`config.mk`:
```
export PLATFORM = sky130hd
export DESIGN_NAME = fpioa_cfg_seq
export DESIGN_NICKNAME = d
export VERILOG_FILES = /design/src/rtl/fpioa_cfg_seq.sv
export SDC_FILE = /design/constraint.sdc
export NUM_CORES = 1
export LEC_CHECK = 0
export CAP_MARGIN = 10
export CORE_ASPECT_RATIO = 2
export CORE_UTILIZATION = 32
export DETAILED_ROUTE_END_ITERATION = 7
export HOLD_SLACK_MARGIN = 0.05
export PLACE_DENSITY = 0.77
export SYNTH_ARGS = -nofsm -noshare
export SYNTH_HDL_FRONTEND = slang
export SYNTH_SLANG_ARGS = --single-unit
```
`constraint.sdc`:
```
create_clock -name clk -period 1.7 [get_ports clk]
set_input_delay 0.17 -clock clk [delete_from_list [all_inputs] [get_ports clk]]
set_output_delay 0.17 -clock clk [all_outputs]
set_load 0.05 [all_outputs]
```
`src/rtl/fpioa_cfg_seq.sv`:
```
// FPIOA pin-mux configuration sequencer: boot-time default load, CPU access arbitration, reload.
// Optional write lock enabled by defining FPIOA_CFG_LOCK_EN.
module fpioa_cfg_seq #(
  parameter logic [255:0] DEF_OT = 256'h0,
  parameter logic [127:0] DEF_IN = 128'h0
) (
  input  logic        clk,
  input  logic        rst,
  input  logic        cpu_we_i,
  input  logic [7:0]  cpu_waddr_i,
  input  logic [31:0] cpu_data_i,
  input  logic [3:0]  cpu_sel_i,
  input  logic        cpu_rd_i,
  input  logic [7:0]  cpu_raddr_i,
  output logic        cpu_ready_o,
  output logic        cpu_rvalid_o,
  output logic [31:0] cpu_rdata_o,
  input  logic        reload_i,
  input  logic        lock_i,
  output logic        boot_done_o,
  output logic        locked_o,
  output logic        lock_err_o,
  output logic        fp_we_o,
  output logic [7:0]  fp_waddr_o,
  output logic [31:0] fp_data_o,
  output logic [3:0]  fp_sel_o,
  output logic        fp_rd_o,
  output logic [7:0]  fp_raddr_o,
  input  logic [31:0] fp_rdata_i
);

  typedef enum logic [1:0] {StBoot, StRun, StDrain} state_e;

  state_e      state_q, state_d;
  logic [3:0]  cnt_q, cnt_d;
  logic        fp_we_q, fp_we_d;
  logic [7:0]  fp_waddr_q, fp_waddr_d;
  logic [31:0] fp_data_q, fp_data_d;
  logic [3:0]  fp_sel_q, fp_sel_d;
  logic        fp_rd_q, fp_rd_d;
  logic [7:0]  fp_raddr_q, fp_raddr_d;
  logic        rvalid_q, rvalid_d;
  logic        lock_err_d;
  logic        wr_blocked;

  // Words 0-7: four 7-bit output selects per word; words 8-11: four 5-bit input selects.
  logic [11:0][31:0] boot_rom;
  logic [7:0]        boot_addr;

  for (genvar w = 0; w < 8; w++) begin : g_ot
    for (genvar b = 0; b < 4; b++) begin : g_b
      assign boot_rom[w][8*b +: 8] = {1'b0, DEF_OT[32*w + 8*b +: 7]};
    end
  end
  for (genvar w = 0; w < 4; w++) begin : g_in
    for (genvar b = 0; b < 4; b++) begin : g_b
      assign boot_rom[8+w][8*b +: 8] = {3'b000, DEF_IN[32*w + 8*b +: 5]};
    end
  end

  assign boot_addr = cnt_q[3] ? {4'b1000, cnt_q[1:0], 2'b00} : {3'b000, cnt_q[2:0], 2'b00};

`ifdef FPIOA_CFG_LOCK_EN
  logic locked_q, locked_d;
  logic lock_err_q;

  assign wr_blocked = locked_q;
  assign locked_d   = locked_q | lock_i;
  assign locked_o   = locked_q;
  assign lock_err_o = lock_err_q;

  always_ff @(posedge clk) begin
    if (rst) begin
      locked_q   <= 1'b0;
      lock_err_q <= 1'b0;
    end else begin
      locked_q   <= locked_d;
      lock_err_q <= lock_err_d;
    end
  end
`else
  logic unused_lock;

  assign unused_lock = lock_i ^ lock_err_d;
  assign wr_blocked  = 1'b0;
  assign locked_o    = 1'b0;
  assign lock_err_o  = 1'b0;
`endif

  always_ff @(posedge clk) begin
    if (rst) begin
      state_q <= StBoot;
    end else begin
      state_q <= state_d;
    end
  end

  always_comb begin
    state_d = state_q;
    unique case (state_q)
      StBoot:  if (cnt_q == 4'd11) state_d = StRun;
      StRun:   if (reload_i) state_d = StDrain;
      StDrain: state_d = StBoot;
      default: state_d = StBoot;
    endcase
  end

  always_comb begin
    cnt_d      = cnt_q;
    fp_we_d    = 1'b0;
    fp_waddr_d = 8'h00;
    fp_data_d  = 32'h0;
    fp_sel_d   = 4'h0;
    fp_rd_d    = 1'b0;
    fp_raddr_d = 8'h00;
    lock_err_d = 1'b0;
    // A read issued in the last RUN cycle still completes after the state moves on.
    rvalid_d   = fp_rd_q;
    unique case (state_q)
      StBoot: begin
        fp_we_d    = 1'b1;
        fp_waddr_d = boot_addr;
        fp_data_d  = boot_rom[cnt_q];
        fp_sel_d   = 4'hF;
        if (cnt_q != 4'd11) cnt_d = cnt_q + 4'd1;
      end
      StRun: begin
        if (cpu_we_i) begin
          if (wr_blocked) begin
            lock_err_d = 1'b1;
          end else begin
            fp_we_d    = 1'b1;
            fp_waddr_d = cpu_waddr_i;
            fp_data_d  = cpu_data_i;
            fp_sel_d   = cpu_sel_i;
          end
        end else if (cpu_rd_i) begin
          // FPIOA selects the read bank from waddr bit 7.
          fp_rd_d    = 1'b1;
          fp_raddr_d = cpu_raddr_i;
          fp_waddr_d = cpu_raddr_i;
        end
      end
      StDrain: cnt_d = 4'd0;
      default: cnt_d = 4'd0;
    endcase
  end

  always_ff @(posedge clk) begin
    if (rst) begin
      cnt_q      <= 4'd0;
      fp_we_q    <= 1'b0;
      fp_waddr_q <= 8'h00;
      fp_data_q  <= 32'h0;
      fp_sel_q   <= 4'h0;
      fp_rd_q    <= 1'b0;
      fp_raddr_q <= 8'h00;
      rvalid_q   <= 1'b0;
    end else begin
      cnt_q      <= cnt_d;
      fp_we_q    <= fp_we_d;
      fp_waddr_q <= fp_waddr_d;
      fp_data_q  <= fp_data_d;
      fp_sel_q   <= fp_sel_d;
      fp_rd_q    <= fp_rd_d;
      fp_raddr_q <= fp_raddr_d;
      rvalid_q   <= rvalid_d;
    end
  end

  assign cpu_ready_o  = (state_q == StRun);
  assign boot_done_o  = (state_q == StRun);
  assign cpu_rvalid_o = rvalid_q;
  assign cpu_rdata_o  = rvalid_q ? fp_rdata_i : 32'h0;
  assign fp_we_o      = fp_we_q;
  assign fp_waddr_o   = fp_waddr_q;
  assign fp_data_o    = fp_data_q;
  assign fp_sel_o     = fp_sel_q;
  assign fp_rd_o      = fp_rd_q;
  assign fp_raddr_o   = fp_raddr_q;

endmodule

```
==> results.txt, run 1 <==
----------------------------------------------------
[Timing]
  Sum of negative setup slack ... 0 ps
  Final critical path time including I/O delays and setup ... 1629 ps
  Transition time at the pin with the least slew margin ... 537.5 ps
  Worst Hold Margin ... 410.0 ps
  Clock skew ... 3.688 ps
  Number of hold violations in the final report ... 0
  Slew headroom ... 64.05%
  Highest clock frequency the design can meet ... 614.0 MHz
  Unrepaired setup endpoints after global routing ... no
  Final setup violation count ... 0
  Total count of max-transition violations in the final report ... 0
  Final period util ... 95.80%

[Routing]
  ANT nets after route ... 0
  Average routed wire per standard cell ... 16.03 microns
  Via count ... 2,064
  # DRC ... 0
  Routed wire length ... 7.597 mm
  DRC marker count from the first detailed-route iteration ... 46
  Detailed Routing Iterations Pass 1 ... 4
  Ratio of routed vias to standard cells ... 4.354

[Yosys]
  Ys async rst share ... 0%
  Count of mapped cells out of synthesis ... 202
  Flip-flop and latch count after synthesis ... 61
  Post-synthesis sequential area ratio ... 57.55%
  Distinct cell type count of the synthesized netlist ... 29
  Fraction of synthesized cell area taken by the top area cell type ... 57.55%
  Top cells by instance count after synthesis ... and2_1, dfxtp_1, a21oi_1
  Cell type with the highest aggregate area in the netlist ... dfxtp_1
  Syn. warnings ... 0
  Post-Syn Area per Cell ... 10.51 sq um
  Top cells by area, synth ... dfxtp_1, and2_1, a21oi_1
  Most numerous cell in the Yosys netlist ... and2_1
  Mapped cell area ... 2122 sq um
  Most used flip-flop cell after synthesis ... dfxtp_1
  Number of enable-type register cells in the synthesized netlist ... 0

[Clock tree]
  Post-CTS setup buffers ... 0
  Buffer type at the clock tree root ... clkbuf_16
  Maximum clock insertion buffer count ... 2
  Inserted Clock Buffers ... 9
  CTS H-Tree Depth ... 3
  Post-CTS clock slew at the launch and capture registers of the worst setup and hold paths ... 50 ps
  Cells resized by post-CTS repair ... 0
  Clock tree from TritonCTS ... built
  Worst-skew pair later-pin latency ... 320 ps
  Post-cts hold buffer count ... 0
  CTS sink cnt ... 61

[Placed design]
  Placed insts ... 458
  Weighted congestion at the end of routability-driven global placement ... 0.7659
  Detail Placement HPWL ... 6.316 mm
  # port buffers ... 177

[Power]
  Net switching power figure ... 683.0 uW
  LEAKAGE ... 1.871 nW
  Combinational cell fraction of total power ... 9.5%
  Power density cells ... 747.7 nW/um^2
  Fraction of power spent switching nets ... 20.04%
  IR Drop Worst-Case VDD ... 0.6459 mV
  Clock share of power ... 47.7%
  Share of total power in sequential cells ... 42.8%
  Total power of the final layout ... 3.408 mW
  Cell internal pwr ... 2.725 mW

[Floorplanning]
  Starting density of the core ... 33.36%
  Count of standard-cell rows ... 41
  I/O pin count ... 181
  Die footprint ... 6980 sq um
  DIE HEIGHT ... 117.2 microns
  Core area ... 6361 sq um
  Die width ... 59.58 microns

[Critical path]
  CP max stage cell ... clkdlybuf4s50_1
  Startpoint of the worst register-to-register path ... state_q[1]
  Worst setup path start ... fp_data_o[22]
  Cell type group with the largest total delay on the critical path ... buffers and inverters
  Critical path class ... flop to output port
  Max Fanout on Critical Path ... 1
  Worst setup slack for register-to-register paths ... 320 ps
  Startpoint type of the worst setup path ... flop
  CP bufs+invs ... 1
  Endpoint type of the worst setup path ... output port
  R2r endpoint ... fp_waddr_o[0]
  Max incr delay on CP ... 830 ps
  Worst Setup EP ... fp_data_o[22]
  Depth of the most critical reg-to-reg path ... 3
  Crit path DAT ... 1460 ps
  Required time of the critical path ... 1530 ps
  Cells traversed along the worst timing path ... clkdlybuf4s50_1
  Count of cell instances traversed by the critical path ... 1

[GRT]
  Top Usage Layer GRT ... met2
  Number of global-route vias before repair ... 2,066
  Global-route wire length before repair ... 10.80 mm
  Overall track demand over capacity in global routing ... 22.31%
  Met3 Usage GRT ... 10.33%
  Global Route met1 Usage ... 17.81%
  Number of antenna violations at the first check in global routing ... 0
  Leftover overflow at the end of global routing ... 0
  Global-route met2 utilization ... 42.55%
  Largest net degree at the start of global routing ... 37

[Cells and area]
  Share of cells above drive strength 1 ... 17.78%
  Synthesis-to-layout area growth ... 114.8%
  Combined area of the multi-input logic cells ... 797.0 sq um
  Number of standard cells in the layout, taps in and fillers out ... 474
  Filler cells ... 491
  Area of all sequential standard cells ... 1221 sq um
  Antenna cells ... 0
  Nets@finish ... 474

[Status]
  Status ... finished, final reports clean

[Worst hold path]
  Type of the most critical hold path ... primary input to flop

[Job]
  Number of maximum-capacitance violations ... 0

----------------------------------------------------
[layout by cell type, fill, tap and decap left out]
cell and instances:
clkdlybuf4s50_1 128, and2_1 72, dfxtp_1 61, buf_12 36, buf_4 20, a21oi_1 10, clkbuf_16 9, nor2b_1 5
o21ai_0 5, nand2_1 4, a22o_1 4, clkbuf_1 4, nor2_1 3, inv_1 2, and3b_1 2, a31oi_1 2
o2bb2ai_1 2, a22oi_1 2, nand3b_1 2, conb_1 2, clkbuf_8 2, and2b_1 1, nor3b_4 1, or2_1 1
and3_1 1, nand4b_1 1, xor2_1 1, or3_1 1, mux2_1 1, or4_1 1, ha_1 1, clkinv_2 1
[metal layers]
metal  share of wire (%)  wire (microns)
met5                   0               0
met1                  29            2203
met2                  56            4217
met3                  12             940
met4                 3.1             236
[per-stage QoR]
| stage | setup WS [ps] | area (sq um) | utilization, % |
|---|---|---|---|
| 3_5_place_dp | 54.08 | 4285 | 67.37 |
| 4_1_cts | 53.34 | 4558 | 71.66 |
| 5_1_grt | 39.01 | 4558 | 71.66 |
| 3_3_place_gp | 91.47 | 4285 | 67.37 |
| 6_report | 71.43 | 4558 | 71.66 |
| 2_1_floorplan | 138.4 | 2126 | - |
[cell type report]
type                            count  share of cell area [%]
Clock buffer                       15                   5.874
Clock inverter                      1                  0.1098
Inverter                            2                  0.1647
Multi-Input combinational cell    125                   17.49
Sequential cell                    61                   26.79
Tap cell                           86                   2.361
Timing Repair Buffer              184                   47.21
[worst min-delay path by stage]
| stage | from | slack [ps] | cells past startpoint | endpoint |
|---|---|---|---|---|
| finish | cpu_data_i[10] | 410 | 2 | fp_data_o[10] |
| CTS | cpu_data_i[15] | 400 | 2 | fp_data_o[15] |
| global placement | fp_rd_o | 470 | 1 | cpu_rvalid_o |
| floorplan | rst | 240 | 1 | cpu_rvalid_o |
| detailed placement | fp_rd_o | 470 | 1 | cpu_rvalid_o |
| global route | cpu_data_i[25] | 410 | 2 | fp_data_o[25] |
[flip-flops by register name (all words and copies together), names as in the netlist]
name          cells
state_q           2
cpu_rvalid_o      1
fp_waddr_o        8
fp_rd_o           1
fp_raddr_o        8
fp_data_o        32
fp_sel_o          4
fp_we_o           1
cnt_q             4
[cells by family (layout without fill, tap and decap cells)]
family,after synthesis,after routing,synth area share [%]
other cells,1,2,0.1767
buf+inv,17,202,5.071
simple gates,95,95,28.36
compound gates,25,25,7.311
xor+xnor,1,1,0.4128
mux,1,1,0.5306
fa+ha+maj,1,1,0.5895
flops,61,61,57.55
[power by group through the flow]
| stage | combinational (mW) | sequential (mW) | clock (mW) |
|---|---|---|---|
| finish | 0.323 | 1.46 | 1.63 |
| global route | 0.343 | 1.46 | 1.71 |
| CTS | 0.326 | 1.46 | 1.65 |
| detailed placement | 0.324 | 1.49 | 0 |
| global placement | 0.316 | 1.49 | 0 |
| floorplan | 0.0507 | 1.52 | 0 |
(Power assumes the default switching activity.)
==> run 2, diff against run 1 <==
--- a/config.mk
+++ b/config.mk
@@ -8,6 +8,7 @@
 export CAP_MARGIN = 10
 export CORE_ASPECT_RATIO = 2
 export CORE_UTILIZATION = 32
+export CTS_BUF_LIST = sky130_fd_sc_hd__clkbuf_8 sky130_fd_sc_hd__clkbuf_16
 export DETAILED_ROUTE_END_ITERATION = 7
 export HOLD_SLACK_MARGIN = 0.05
 export PLACE_DENSITY = 0.77
==> results.txt, run 2 (synthesized netlist as in run 1, its figures left out) <==
----------------------------------------------------
[Status]
  Status ... finished, final reports clean

[Cells and area]
  Number of standard cells in the layout, taps in and fillers out ... 474 (unchanged)
  Share of cells above drive strength 1 ... 17.78% (unchanged)
  Nets@finish ... 474 (unchanged)
  Top library cells by usage in the layout, fill and taps aside ... clkdlybuf4s50_1, and2_1, dfxtp_1
  Number of flip-flops in the largest register ... 32 (unchanged)
  Synthesis-to-layout area growth ... 114.8% (unchanged)
  Final Core Density ... 71.66% (unchanged)
  Area of all sequential standard cells ... 1221 sq um (unchanged)
  Filler cells ... 491 (unchanged)
  Antenna cells ... 0 (unchanged)
  Final design area excluding fillers ... 4558 sq um (unchanged)
  Combined area of the multi-input logic cells ... 797.0 sq um (unchanged)
  Most frequent standard cell in the layout excluding fill and tap cells ... clkdlybuf4s50_1

[Critical path]
  R2r endpoint ... fp_waddr_o[0]
  Max Fanout on Critical Path ... 1 (unchanged)
  Max incr delay on CP ... 830 ps (about the same)
  Cells traversed along the worst timing path ... clkdlybuf4s50_1
  Required time of the critical path ... 1530 ps (about the same)
  Worst setup slack for register-to-register paths ... 330 ps (about the same)
  CP bufs+invs ... 1 (unchanged)
  Startpoint type of the worst setup path ... flop
  Depth of the most critical reg-to-reg path ... 3 (unchanged)
  Critical path class ... flop to output port
  Crit path DAT ... 1460 ps (about the same)
  Endpoint type of the worst setup path ... output port
  Cell type group with the largest total delay on the critical path ... buffers and inverters
  Startpoint of the worst register-to-register path ... state_q[1]
  CP max stage cell ... clkdlybuf4s50_1

[Routing]
  Routed wire length ... 7.565 mm (-0.42%)
  ANT nets after route ... 0 (unchanged)
  Average routed wire per standard cell ... 15.96 microns (-0.42%)
  Detailed Routing Iterations Pass 1 ... 4 (unchanged)
  Ratio of routed vias to standard cells ... 4.350 (about the same)
  # DRC ... 0 (unchanged)
  Via count ... 2,062 (-0.097%)
  DRC marker count from the first detailed-route iteration ... 46 (unchanged)

[Timing]
  Transition time at the pin with the least slew margin ... 546.0 ps (+8.536 ps)
  Worst Setup Slack, final ... 66.48 ps (-4.949 ps)
  Clock skew ... 3.663 ps (-0.02529 ps)
  Final critical path time including I/O delays and setup ... 1634 ps (+4.949 ps)
  Worst Hold Margin ... 411.1 ps (+1.093 ps)
  Final setup violation count ... 0 (unchanged)
  Sum of negative setup slack ... 0 ps (unchanged)
  Highest clock frequency the design can meet ... 612.2 MHz (-0.30%)
  Unrepaired setup endpoints after global routing ... no
  Slew headroom ... 63.48% (-0.57 points)
  Total count of max-transition violations in the final report ... 0 (unchanged)
  Number of hold violations in the final report ... 0 (unchanged)
  Final period util ... 96.09% (+0.29 points)

[Power]
  Power density cells ... 742.5 nW/um^2 (-0.70%)
  IR Drop Worst-Case VDD ... 0.6446 mV (-0.21%)
  LEAKAGE ... 1.887 nW (+0.89%)
  Total power of the final layout ... 3.384 mW (-0.70%)

[Placed design]
  Weighted congestion at the end of routability-driven global placement ... 0.7659 (unchanged)
  # port buffers ... 177 (unchanged)
  Dpl cell area ... 4285 sq um (unchanged)
  Placed insts ... 458 (unchanged)
  Detail Placement HPWL ... 6.316 mm (unchanged)
  Pre-CTS setup slack ... 54.08 ps (unchanged)

[Clock tree]
  Inserted Clock Buffers ... 9 (unchanged)
  Cells resized by post-CTS repair ... 0 (unchanged)
  Maximum clock insertion buffer count ... 2 (unchanged)
  CTS sink cnt ... 61 (unchanged)
  Buffer type at the clock tree root ... clkbuf_16
  Post-CTS clock slew at the launch and capture registers of the worst setup and hold paths ... 50 ps (about the same)
  CTS H-Tree Depth ... 3 (unchanged)
  Post-cts hold buffer count ... 0 (unchanged)
  Post-CTS setup buffers ... 0 (unchanged)
  Worst-skew pair later-pin latency ... 320 ps (about the same)
  Clock tree from TritonCTS ... built

[Worst hold path]
  Min-Delay Startpoint ... cpu_data_i[10]
  Hold EP ... fp_data_o[10]
  Hold path depth ... 2 (unchanged)
  Type of the most critical hold path ... primary input to flop

[GRT]
  Global-route wire length before repair ... 10.80 mm (unchanged)
  Overall track demand over capacity in global routing ... 22.31% (unchanged)
  Number of antenna violations at the first check in global routing ... 0 (unchanged)
  Largest net degree at the start of global routing ... 37 (unchanged)
  Number of global-route vias before repair ... 2,066 (unchanged)
  Leftover overflow at the end of global routing ... 0 (unchanged)

[Floorplanning]
  Count of standard-cell rows ... 41 (unchanged)
  Die footprint ... 6980 sq um (unchanged)
  Core area ... 6361 sq um (unchanged)
  I/O pin count ... 181 (unchanged)
  Die width ... 59.58 microns (unchanged)
  DIE HEIGHT ... 117.2 microns (unchanged)
  Starting density of the core ... 33.36% (unchanged)

[Job]
  Number of maximum-capacitance violations ... 0 (unchanged)

----------------------------------------------------
[run 2: cell types whose count changed in the layout (fill, tap and decap cells not counted), sizes merged]
cell    delta
clkbuf     -4
inv        +4
[run 2: final cells by class]
type / instances / area share (%)
timing repair buffer: 184 / 47.21
sequential: 61 / 26.79
inverter: 2 / 0.1647
tap: 86 / 2.361
clock inverter: 5 / 0.4392
clock buffer: 11 / 5.545
multi-input combinational: 125 / 17.49
[run 2: worst max path at each step]
stage	from	slack [ps]	depth (start not counted)	to
floorplan	state_q[1]	140	4	fp_data_o[0]
global placement	cpu_we_i	90	4	fp_waddr_o[1]
detailed placement	cpu_we_i	50	4	fp_waddr_o[5]
CTS	fp_data_o[22]	50	1	fp_data_o[22]
global route	fp_data_o[22]	40	1	fp_data_o[22]
finish	fp_data_o[22]	70	1	fp_data_o[22]
[run 2: layer usage]
layer  share of wire (%)  vias to the layer above  wire length, microns  global-route usage [%]
li1                    -                     1004                     -                       -
met1                  29                      921                  2175                   17.81
met2                  56                      123                  4241                   42.55
met3                  12                       14                   922                   10.33
met4                 3.0                        0                   225                   11.78
met5                   0                        -                     0                       0
[run 2: power breakdown]
group	total (mW)	switching (mW)	internal, mW
combinational	0.323	0.110	0.213
sequential	1.46	0.00943	1.45
clock	1.60	0.564	1.04
